<file path="src/rtl/egress_pkg.sv">
// Shared definitions for the egress byte framer: FSM state codes, default
// framing bytes and the CRC-8 (poly 0x07, MSB first) byte update.
package egress_pkg;

    typedef logic [2:0] state_t;

    localparam state_t ST_IDLE    = 3'd0;
    localparam state_t ST_SYNC_A  = 3'd1;
    localparam state_t ST_SYNC_B  = 3'd2;
    localparam state_t ST_PAYLOAD = 3'd3;
    localparam state_t ST_CRC     = 3'd4;

    localparam logic [7:0] DEF_SYNC_A    = 8'hF6;
    localparam logic [7:0] DEF_SYNC_B    = 8'h28;
    localparam logic [7:0] DEF_IDLE_BYTE = 8'h00;
    localparam logic [7:0] CRC8_POLY     = 8'h07;

    // Fold one byte into a non-reflected CRC-8, most significant bit first.
    function automatic logic [7:0] crc8_byte(input logic [7:0] crc, input logic [7:0] data);
        logic [7:0] c;
        c = crc ^ data;
        for (int i = 0; i < 8; i++) begin
            if (c[7]) begin
                c = {c[6:0], 1'b0} ^ CRC8_POLY;
            end else begin
                c = {c[6:0], 1'b0};
            end
        end
        return c;
    endfunction

endpackage

</file>
<file path="src/rtl/egress_byte_framer_word_fifo.sv">
// Small synchronous word FIFO. Pointers carry one extra wrap bit so full and
// empty are distinguishable; a push into a full FIFO is accepted only when a
// pop happens on the same edge (the freed slot is the one being written).
module word_fifo #(
    parameter int WIDTH = 64,
    parameter int DEPTH = 2
) (
    input  logic             clk,
    input  logic             rst_n,
    input  logic             push,
    input  logic [WIDTH-1:0] push_data,
    input  logic             pop,
    output logic [WIDTH-1:0] pop_data,
    output logic             full,
    output logic             empty
);

    localparam int AW = (DEPTH > 2) ? $clog2(DEPTH) : 1;

    logic [WIDTH-1:0] mem_r [DEPTH];
    logic [AW:0]      wr_ptr_r;
    logic [AW:0]      rd_ptr_r;
    logic             do_push_s;
    logic             do_pop_s;

    assign empty     = (wr_ptr_r == rd_ptr_r);
    assign full      = (wr_ptr_r[AW] != rd_ptr_r[AW]) &&
                       (wr_ptr_r[AW-1:0] == rd_ptr_r[AW-1:0]);
    assign do_pop_s  = pop & ~empty;
    assign do_push_s = push & (~full | do_pop_s);
    assign pop_data  = mem_r[rd_ptr_r[AW-1:0]];

    // Advance read/write pointers; reset empties the FIFO.
    always_ff @(posedge clk or negedge rst_n) begin
        if (!rst_n) begin
            wr_ptr_r <= {(AW+1){1'b0}};
            rd_ptr_r <= {(AW+1){1'b0}};
        end else begin
            if (do_push_s) begin
                wr_ptr_r <= wr_ptr_r + {{AW{1'b0}}, 1'b1};
            end
            if (do_pop_s) begin
                rd_ptr_r <= rd_ptr_r + {{AW{1'b0}}, 1'b1};
            end
        end
    end

    // Storage array; contents are don't-care until written, so no reset.
    always_ff @(posedge clk) begin
        if (do_push_s) begin
            mem_r[wr_ptr_r[AW-1:0]] <= push_data;
        end
    end

endmodule

</file>
<file path="src/rtl/egress_byte_framer.sv">
// Egress byte framer: captures one 64-bit word per rising edge of valid_in,
// buffers it in a small FIFO and emits frames SYNC_A, SYNC_B, 8 payload bytes
// (MSB first). Back-to-back frames are emitted without an idle gap.
// Optional feature macro: EGRESS_CRC_EN appends a CRC-8 byte to each frame.
module egress_byte_framer
    import egress_pkg::*;
#(
    parameter int         FIFO_DEPTH = 2,
    parameter logic [7:0] SYNC_A     = DEF_SYNC_A,
    parameter logic [7:0] SYNC_B     = DEF_SYNC_B,
    parameter logic [7:0] IDLE_BYTE  = DEF_IDLE_BYTE,
    parameter int         CNT_W      = 16
) (
    input  logic             clk_div_8,
    input  logic             reset_n,
    input  logic [63:0]      data_in,
    input  logic             valid_in,
    output logic [7:0]       byte_out,
    output logic             byte_valid,
    output logic             frame_start,
    output logic             ovf_pulse,
    output logic [CNT_W-1:0] pkt_count,
    output logic [CNT_W-1:0] drop_count
);

    logic             valid_d_r;
    logic             capture_s;
    logic             push_s;
    logic             drop_s;
    logic             pop_s;
    logic             eof_s;
    logic             fifo_full_s;
    logic             fifo_empty_s;
    logic [63:0]      fifo_data_s;

    state_t           state_r;
    state_t           state_nx;
    logic [2:0]       idx_r;
    logic [2:0]       idx_nx;
    logic [63:0]      shreg_r;
    logic [63:0]      shreg_nx;
    logic [7:0]       byte_nx;
    logic             bvalid_nx;
    logic             fs_nx;

    logic [7:0]       byte_out_r;
    logic             byte_valid_r;
    logic             frame_start_r;
    logic             ovf_pulse_r;
    logic [CNT_W-1:0] pkt_count_r;
    logic [CNT_W-1:0] drop_count_r;

`ifdef EGRESS_CRC_EN
    logic [7:0]       crc_r;
    logic [7:0]       crc_nx;
`endif

    // Only the rising edge of the valid level captures; a full FIFO still
    // accepts the word when a pop frees a slot on the same edge.
    assign capture_s = valid_in & ~valid_d_r;
    assign push_s    = capture_s & (~fifo_full_s | pop_s);
    assign drop_s    = capture_s & fifo_full_s & ~pop_s;

    word_fifo #(
        .WIDTH (64),
        .DEPTH (FIFO_DEPTH)
    ) u_fifo (
        .clk       (clk_div_8),
        .rst_n     (reset_n),
        .push      (push_s),
        .push_data (data_in),
        .pop       (pop_s),
        .pop_data  (fifo_data_s),
        .full      (fifo_full_s),
        .empty     (fifo_empty_s)
    );

    // Next-state and next-output decode; outputs are computed one edge early
    // so the registered byte lines up with the state being entered.
    always_comb begin
        state_nx  = state_r;
        idx_nx    = idx_r;
        shreg_nx  = shreg_r;
        byte_nx   = IDLE_BYTE;
        bvalid_nx = 1'b0;
        fs_nx     = 1'b0;
        eof_s     = 1'b0;
`ifdef EGRESS_CRC_EN
        crc_nx    = crc_r;
`endif
        case (state_r)
            ST_IDLE: begin
                state_nx = ST_IDLE;
            end
            ST_SYNC_A: begin
                state_nx  = ST_SYNC_B;
                byte_nx   = SYNC_B;
                bvalid_nx = 1'b1;
            end
            ST_SYNC_B: begin
                state_nx  = ST_PAYLOAD;
                idx_nx    = 3'd0;
                byte_nx   = shreg_r[63:56];
                bvalid_nx = 1'b1;
                shreg_nx  = {shreg_r[55:0], 8'h00};
`ifdef EGRESS_CRC_EN
                crc_nx    = crc8_byte(crc_r, shreg_r[63:56]);
`endif
            end
            ST_PAYLOAD: begin
                if (idx_r != 3'd7) begin
                    idx_nx    = idx_r + 3'd1;
                    byte_nx   = shreg_r[63:56];
                    bvalid_nx = 1'b1;
                    shreg_nx  = {shreg_r[55:0], 8'h00};
`ifdef EGRESS_CRC_EN
                    crc_nx    = crc8_byte(crc_r, shreg_r[63:56]);
`endif
                end else begin
`ifdef EGRESS_CRC_EN
                    state_nx  = ST_CRC;
                    byte_nx   = crc_r;
                    bvalid_nx = 1'b1;
`else
                    state_nx  = ST_IDLE;
                    eof_s     = 1'b1;
`endif
                end
            end
`ifdef EGRESS_CRC_EN
            ST_CRC: begin
                state_nx = ST_IDLE;
                eof_s    = 1'b1;
            end
`endif
            default: begin
                state_nx = ST_IDLE;
            end
        endcase

        // Start a frame from idle, or chain directly after the last byte.
        pop_s = ~fifo_empty_s & ((state_r == ST_IDLE) | eof_s);
        if (pop_s) begin
            state_nx  = ST_SYNC_A;
            shreg_nx  = fifo_data_s;
            byte_nx   = SYNC_A;
            bvalid_nx = 1'b1;
            fs_nx     = 1'b1;
`ifdef EGRESS_CRC_EN
            crc_nx    = 8'h00;
`endif
        end else begin
            fs_nx = 1'b0;
        end
    end

    // Edge-detect register for valid_in.
    always_ff @(posedge clk_div_8 or negedge reset_n) begin
        if (!reset_n) begin
            valid_d_r <= 1'b0;
        end else begin
            valid_d_r <= valid_in;
        end
    end

    // FSM, shift register and registered stream outputs.
    always_ff @(posedge clk_div_8 or negedge reset_n) begin
        if (!reset_n) begin
            state_r       <= ST_IDLE;
            idx_r         <= 3'd0;
            shreg_r       <= 64'h0;
            byte_out_r    <= IDLE_BYTE;
            byte_valid_r  <= 1'b0;
            frame_start_r <= 1'b0;
        end else begin
            state_r       <= state_nx;
            idx_r         <= idx_nx;
            shreg_r       <= shreg_nx;
            byte_out_r    <= byte_nx;
            byte_valid_r  <= bvalid_nx;
            frame_start_r <= fs_nx;
        end
    end

`ifdef EGRESS_CRC_EN
    // Running CRC over the payload bytes already emitted.
    always_ff @(posedge clk_div_8 or negedge reset_n) begin
        if (!reset_n) begin
            crc_r <= 8'h00;
        end else begin
            crc_r <= crc_nx;
        end
    end
`endif

    // Status: wrapping frame counter, saturating drop counter, overflow pulse.
    always_ff @(posedge clk_div_8 or negedge reset_n) begin
        if (!reset_n) begin
            pkt_count_r  <= {CNT_W{1'b0}};
            drop_count_r <= {CNT_W{1'b0}};
            ovf_pulse_r  <= 1'b0;
        end else begin
            ovf_pulse_r <= drop_s;
            if (eof_s) begin
                pkt_count_r <= pkt_count_r + {{(CNT_W-1){1'b0}}, 1'b1};
            end
            if (drop_s && (drop_count_r != {CNT_W{1'b1}})) begin
                drop_count_r <= drop_count_r + {{(CNT_W-1){1'b0}}, 1'b1};
            end
        end
    end

    assign byte_out    = byte_out_r;
    assign byte_valid  = byte_valid_r;
    assign frame_start = frame_start_r;
    assign ovf_pulse   = ovf_pulse_r;
    assign pkt_count   = pkt_count_r;
    assign drop_count  = drop_count_r;

endmodule

</file>
<file path="config.mk">
export PLATFORM = sky130hd
export DESIGN_NAME = egress_byte_framer
export DESIGN_NICKNAME = d
export VERILOG_FILES = /design/src/rtl/egress_pkg.sv /design/src/rtl/egress_byte_framer_word_fifo.sv /design/src/rtl/egress_byte_framer.sv
export SDC_FILE = /design/constraint.sdc
export NUM_CORES = 1
export LEC_CHECK = 0
export BUFFER_PORTS_ARGS = -buffer_cell sky130_fd_sc_hd__buf_2
export CAP_MARGIN = 5
export CORE_MARGIN = 2
export CORE_UTILIZATION = 40
export DETAILED_ROUTE_END_ITERATION = 8
export PLACE_DENSITY_LB_ADDON = 0.25
export SYNTH_ARGS = -nofsm -noshare
export SYNTH_HDL_FRONTEND = slang
export SYNTH_SLANG_ARGS = --single-unit
</file>
<file path="constraint.sdc">
create_clock -name clk_div_8 -period 11.2 [get_ports clk_div_8]
set_clock_uncertainty 0.15 [all_clocks]
set_input_delay 1.12 -clock clk_div_8 [delete_from_list [all_inputs] [get_ports clk_div_8]]
set_output_delay 1.12 -clock clk_div_8 [all_outputs]
set_load 0.02 [all_outputs]
</file>
---- After elaboration in Yosys (flattened, before gate mapping) ----
Memory sizes are Yosys's and may differ from the RTL's.
Cells that the tools add are included.
Widths: inputs -> output; s select.
cells by class
  $add $sub $neg .......................... 5
  eq/ne operators ......................... 11
  mux-type cells .......................... 19
  bitwise operators ....................... 14
  reductions and logical operators ........ 8
operator list
  kind                   number
  $mux 64                2
  $pmux 64 s2            1
  $add 16x1->16 const B  2
  $pmux 8 s3             1
  $mux 8                 2
  $ne 16x16->1 const B   1
  $mux 3                 3
  $ne 3x3->1 const B     3
  $pmux 3 s3             1
  $and 1x1->1            7
  $mux 1                 7
  $eq 3x2->1 const B     2
  $pmux 3 s2             1
  $add 2x1->2 const B    2
  $not 1->1              4
  $reduce_and 2->1       2
  $add 3x1->3 const B    1
  $eq 3x1->1 const B     1
  $logic_not 3->1        1
  $or 1x1->1             3
  $reduce_bool 3->1      1
  $eq 2x2->1             1
  $logic_and 1x1->1      2
  $ne 2x2->1 const B     1
  5 further kinds        5
word-level totals
  register bits after elaboration ......... 118
  RAM bits ................................ 128
  input bits .............................. 67
  output and inout port bits .............. 43
  word-level logic and storage cells ...... 70
  memories ................................ 1
memories
  memory        words  bits a word  read ports  clocked after memory_dff  write ports  line                                source
  u_fifo.mem_r  2      64           1           0                         1            egress_byte_framer_word_fifo.sv:20  logic [WIDTH-1:0] mem_r [DEPTH];

---- Longest topological paths before layout ----
  depth after elaboration ................. 10
  mapped depth ............................ 9
  mapped depth without buffers ............ 7

---- Hierarchy ----
A second synthesis with hierarchy kept.
unflattened totals
  cell total of the unflattened synthesis .. 767
  area total of the unflattened synthesis .. 9993.3 um2
modules (own cells, without submodules)
  module              times used  cells an instance  area each (um2)  sequential area each (um2)
  egress_byte_framer  1           539                5132.4           2827.7
  word_fifo           1           228                4860.9           3943.8

---- Worst setup path after synthesis ----
OpenSTA, ideal clock, no wires.
  path kind ............................... input to register
  from .................................... input port valid_in
  to ...................................... memory u_fifo.mem_r[0][0], enable pin
  arrival ................................. 4.053 ns
  slack ................................... 6.511 ns
  stages on the path ...................... 3
  path buffers ............................ 0
  path through ............................ nor2b_1 -> nand2_1 -> nor2_1
between the ends
  cells in the longest elaborated chain, start to end .. 5
ends and longest elaborated chain
  what                          line                                source
  start, declared               egress_byte_framer.sv:17            input logic valid_in,
  $and 1x1->1                   egress_byte_framer.sv:60            assign capture_s = valid_in & ~valid_d_r;
  $and 1x1->1                   egress_byte_framer.sv:61            assign push_s = capture_s & (~fifo_full_s | pop_s);
  $and 1x1->1                   egress_byte_framer_word_fifo.sv:30  assign do_push_s = push & (~full | do_pop_s);
  $mux 1                        egress_byte_framer_word_fifo.sv:50  if (do_push_s) begin
  $mux 1 (implied by the code)  egress_byte_framer_word_fifo.sv:51  mem_r[wr_ptr_r[AW-1:0]] <= push_data;
  end, declared                 egress_byte_framer_word_fifo.sv:20
No other way between the ends.

---- Worst setup path after layout ----
  from .................................... register idx_r[0]
  to ...................................... register shreg_r[47]
between the ends
  cells in the longest elaborated chain, start to end .. 7
ends and longest elaborated chain
  what                                                              line                       source
  start, declared                                                   egress_byte_framer.sv:38   logic [2:0] idx_r;
  start signal, assigned                                            egress_byte_framer.sv:177  idx_r <= idx_nx;
  $ne 3x3->1 *                                                      egress_byte_framer.sv:111  if (idx_r != 3'd7) begin
  $mux 1                                                            egress_byte_framer.sv:111
  $mux 1                                                            egress_byte_framer.sv:91   case (state_r)
  $or 1x1->1                                                        egress_byte_framer.sv:142  pop_s = ~fifo_empty_s & ((state_r == ST_IDLE) | eof_s);
  $and 1x1->1                                                       egress_byte_framer.sv:142
  $ne 3x3->1 (no source line) or $reduce_bool 3->1 (tied branches)  -
  $reduce_and 2->1 (no source line)                                 -
  end signal, assigned                                              egress_byte_framer.sv:178  shreg_r <= shreg_nx;
  end, declared                                                     egress_byte_framer.sv:40   logic [63:0] shreg_r;
Every way passes the cells marked *; elsewhere a longest branch is shown, timed or not.
A chain may end at the register's enable or synchronous reset.

==> metrics.yaml <==
floorplanning:
  core_area_um2: 23610
  initial_core_util: 0.4096
  die_x_um: 159.5
  rows: 56
  design.die.area_um2: 25440
  fp.dieH_um: 159.5
  ios: 110
routing:
  vias: 5975
  ant_nets: 0
  top_layer: "met4"
  wl_met1_mm: 9.480
  dr.pass1.iters: 5
  wl_met2_mm: 8.575
  met3WireLength_mm: 1.009
  drc: 0
  first_iter_violations: 535
  wire_per_inst_um: 16.36
  via_per_inst: 5.046
  wl_mm: 19.37
timing:
  tns_ps: 0
  tightest_slew_ps: 1095
  worst_slack_ps: 7791
  setup_viol: 0
  fin_crit_ps: 3409
  fmax_ghz: 0.2934
  final_hold_viol_count: 0
  period_share: 0.3043
  rsz0062_at_grt: "false"
  final_max_slew_viol_count: 0
  slew_headroom: 0.2703
setup_path:
  worst-setup-path-type: "flop to flop"
  arrival_ps: 3710
  path_buf_inv: 1
  cpMaxStageDelayCell: "buf_4"
  timing.rr.start: "idx_r[0]"
  cp.required_ps: 11500
  crit_start: "idx_r[0]"
  cp-end-kind: "flop"
  crit_path_max_incr_delay_ps: 930
  worstPathMaxFanout: 105
  critPathTopFamily: "compound AO/OA/AOI/OAI gates"
  worstPathCellList: "ha_1, ha_1, and2_1, o22ai_4, buf_4, a211oi_1, a31oi_1"
  cp_common_cell: "ha_1"
  start_kind: "flop"
clock_tree:
  tritoncts: "built"
  cts_resized: 0
  hold_buffers: 0
  htree_levels: 1
  post-cts-setup-buffer-count: 0
  numClockSinks: 245
  cts_buffers: 26
  clock_path_buffers: 3
  clockRootBuffer: "clkbuf_16"
  clkLatencyLatePin_ps: 530
  clk_pin_slew_ps: 60
logic_synthesis:
  synth_area_per_cell_um2: 13.00
  ys_top_cells_by_area: "edfxtp_1, dfrtp_1, nand2_1"
  post-synth-top-area-cell: "edfxtp_1"
  syn_inst: 744
  yosys-top-cells-count: "nand2_1, edfxtp_1, dfrtp_1"
  ys_async_sr_fraction: 0.4776
  ys_ff_latch: 245
  yosysMostFrequentCell: "nand2_1"
  synthFlopType: "edfxtp_1"
  ys_types: 35
  yosys_warnings: 0
  yosysTopAreaCellShare: 0.3974
  syn_nets: 819
  synth_edf_count: 128
  syn_area_um2: 9672
  synth-seq-area-share: 0.7001
cells_and_area:
  drive_above_1_share: 0.2005
  utilization: 0.4819
  multi_input_area_um2: 2719
  fillers: 2152
  seq_area_um2: 6775
  syn_to_final_growth_pct: 17.65
  fin_nets: 918
  final_cell_area_um2: 11380
worst_hold_path:
  hp-class: "flop to flop"
  worstHoldStart: "pkt_count[15]"
place:
  post-dp-hpwl_mm: 11.58
  gp_routability_congestion: 0.7617
  portBuffers: 109
  pre_cts_ws_ps: 7805
  dpl_cell_area_um2: 10520
power:
  p_switching_uw: 1105
  p_leak_uw: 0.004557
  swShare: 0.3503
  p_int_uw: 2049
  power_frac_clock: 0.268
  p_comb_frac: 0.307
  pwr-share-seq: 0.425
  irDropWorstVdd_v: 0.0001598
  powerDensity_nw_per_um2: 277.1
global_route:
  grt_pass1_wl_mm: 31.53
  grt_pass1_vias: 5830
  gr-total-overflow: 0
  grt_max_degree: 106
  grt_usage: 0.1516
  antenna_found_initial: 0
job:
  drv_cap: 0
status:
  status: "finished, final reports clean"
## kinds of logic (layout without fill, tap and decap cells)
group                      after synthesis  count (layout)  synth area share
and+or+nand+nor                        261             261            0.1300
DFF                                    245             245            0.7001
AOI/OAI and AO/OA                      131             131           0.09159
buffers and inverters                   51             170           0.02238
xor gates and xnor gates                37              37           0.03351
muxes                                   11              11           0.01203
adders and majority gates                8               8           0.01035
other                                    0               2                 0
## power by group through the flow
stage          sequential (µW)  clock, µW  combinational (µW)
2_1_floorplan             1340          0                 732
3_3_place_gp              1350          0                 964
3_5_place_dp              1350          0                 984
4_1_cts                   1340        869                 988
5_1_grt                   1360        908                1100
6_report                  1340        846                 968
## through the flow
stage                     power [µW]  hold WS, ps  cells
after global placement          2315        307.2   1134
after detailed placement        2338        309.3   1134
after CTS                       3196        319.8   1182
after global routing            3367        333.1   1182
after floorplan                 2069        296.1    744
final                           3153        312.3   1184
## path summary, 6_finish.rpt
check / cells past startpoint / slack, ps / to
worst max-delay path: 7 / 7790 / shreg_r[47]
worst min-delay path: 1 / 310 / pkt_count[15]
worst max register to register: 7 / 7790 / shreg_r[47]
worst min register to register: 1 / 310 / pkt_count[15]
max in group asynchronous: 2 / 9130 / shreg_r[50]
min in group asynchronous: 1 / 490 / pkt_count[5]
## metal layers
metal  track usage  up-vias
li1              -     2891
met1        0.2241     2909
met2        0.2328      148
met3       0.02943       27
met4       0.03388        0
met5             0        -
## sequential cells by signal, indices dropped and copies added, names as in the netlist
register	flops
idx_r	3
frame_start	1
pkt_count	16
u_fifo.wr_ptr_r	2
shreg_r	64
state_r	2
byte_valid	1
u_fifo.mem_r	128
valid_d_r	1
ovf_pulse	1
drop_count	16
byte_out	8
u_fifo.rd_ptr_r	2
## layout by cell type, fill, tap and decap left out, types with 3 or more instances in the layout
cell type	count
a211oi_1	56
a21oi_1	3
a31oi_1	56
and4_1	3
buf_2	108
buf_4	8
bufinv_16	3
clkbuf_16	26
clkinv_1	5
clkinv_2	8
dfrtp_1	116
edfxtp_1	128
ha_1	8
inv_1	6
mux2i_1	9
nand2_1	134
nand3_1	20
nand4_1	10
nor2_1	20
nor2b_1	58
o21ai_0	10
xnor2_1	22
xor2_1	15
## layout make-up
cell class	instances	area share
flip-flops and latches	245	0.5954
multi-input cells	448	0.2389
clock buffers	28	0.05872
repair buffers	116	0.05278
well taps	319	0.03508
clock inverters	20	0.01660
inverters	6	0.001979
diodes	2	0.0004399
Note: power is estimated with default switching activity, not from simulation.
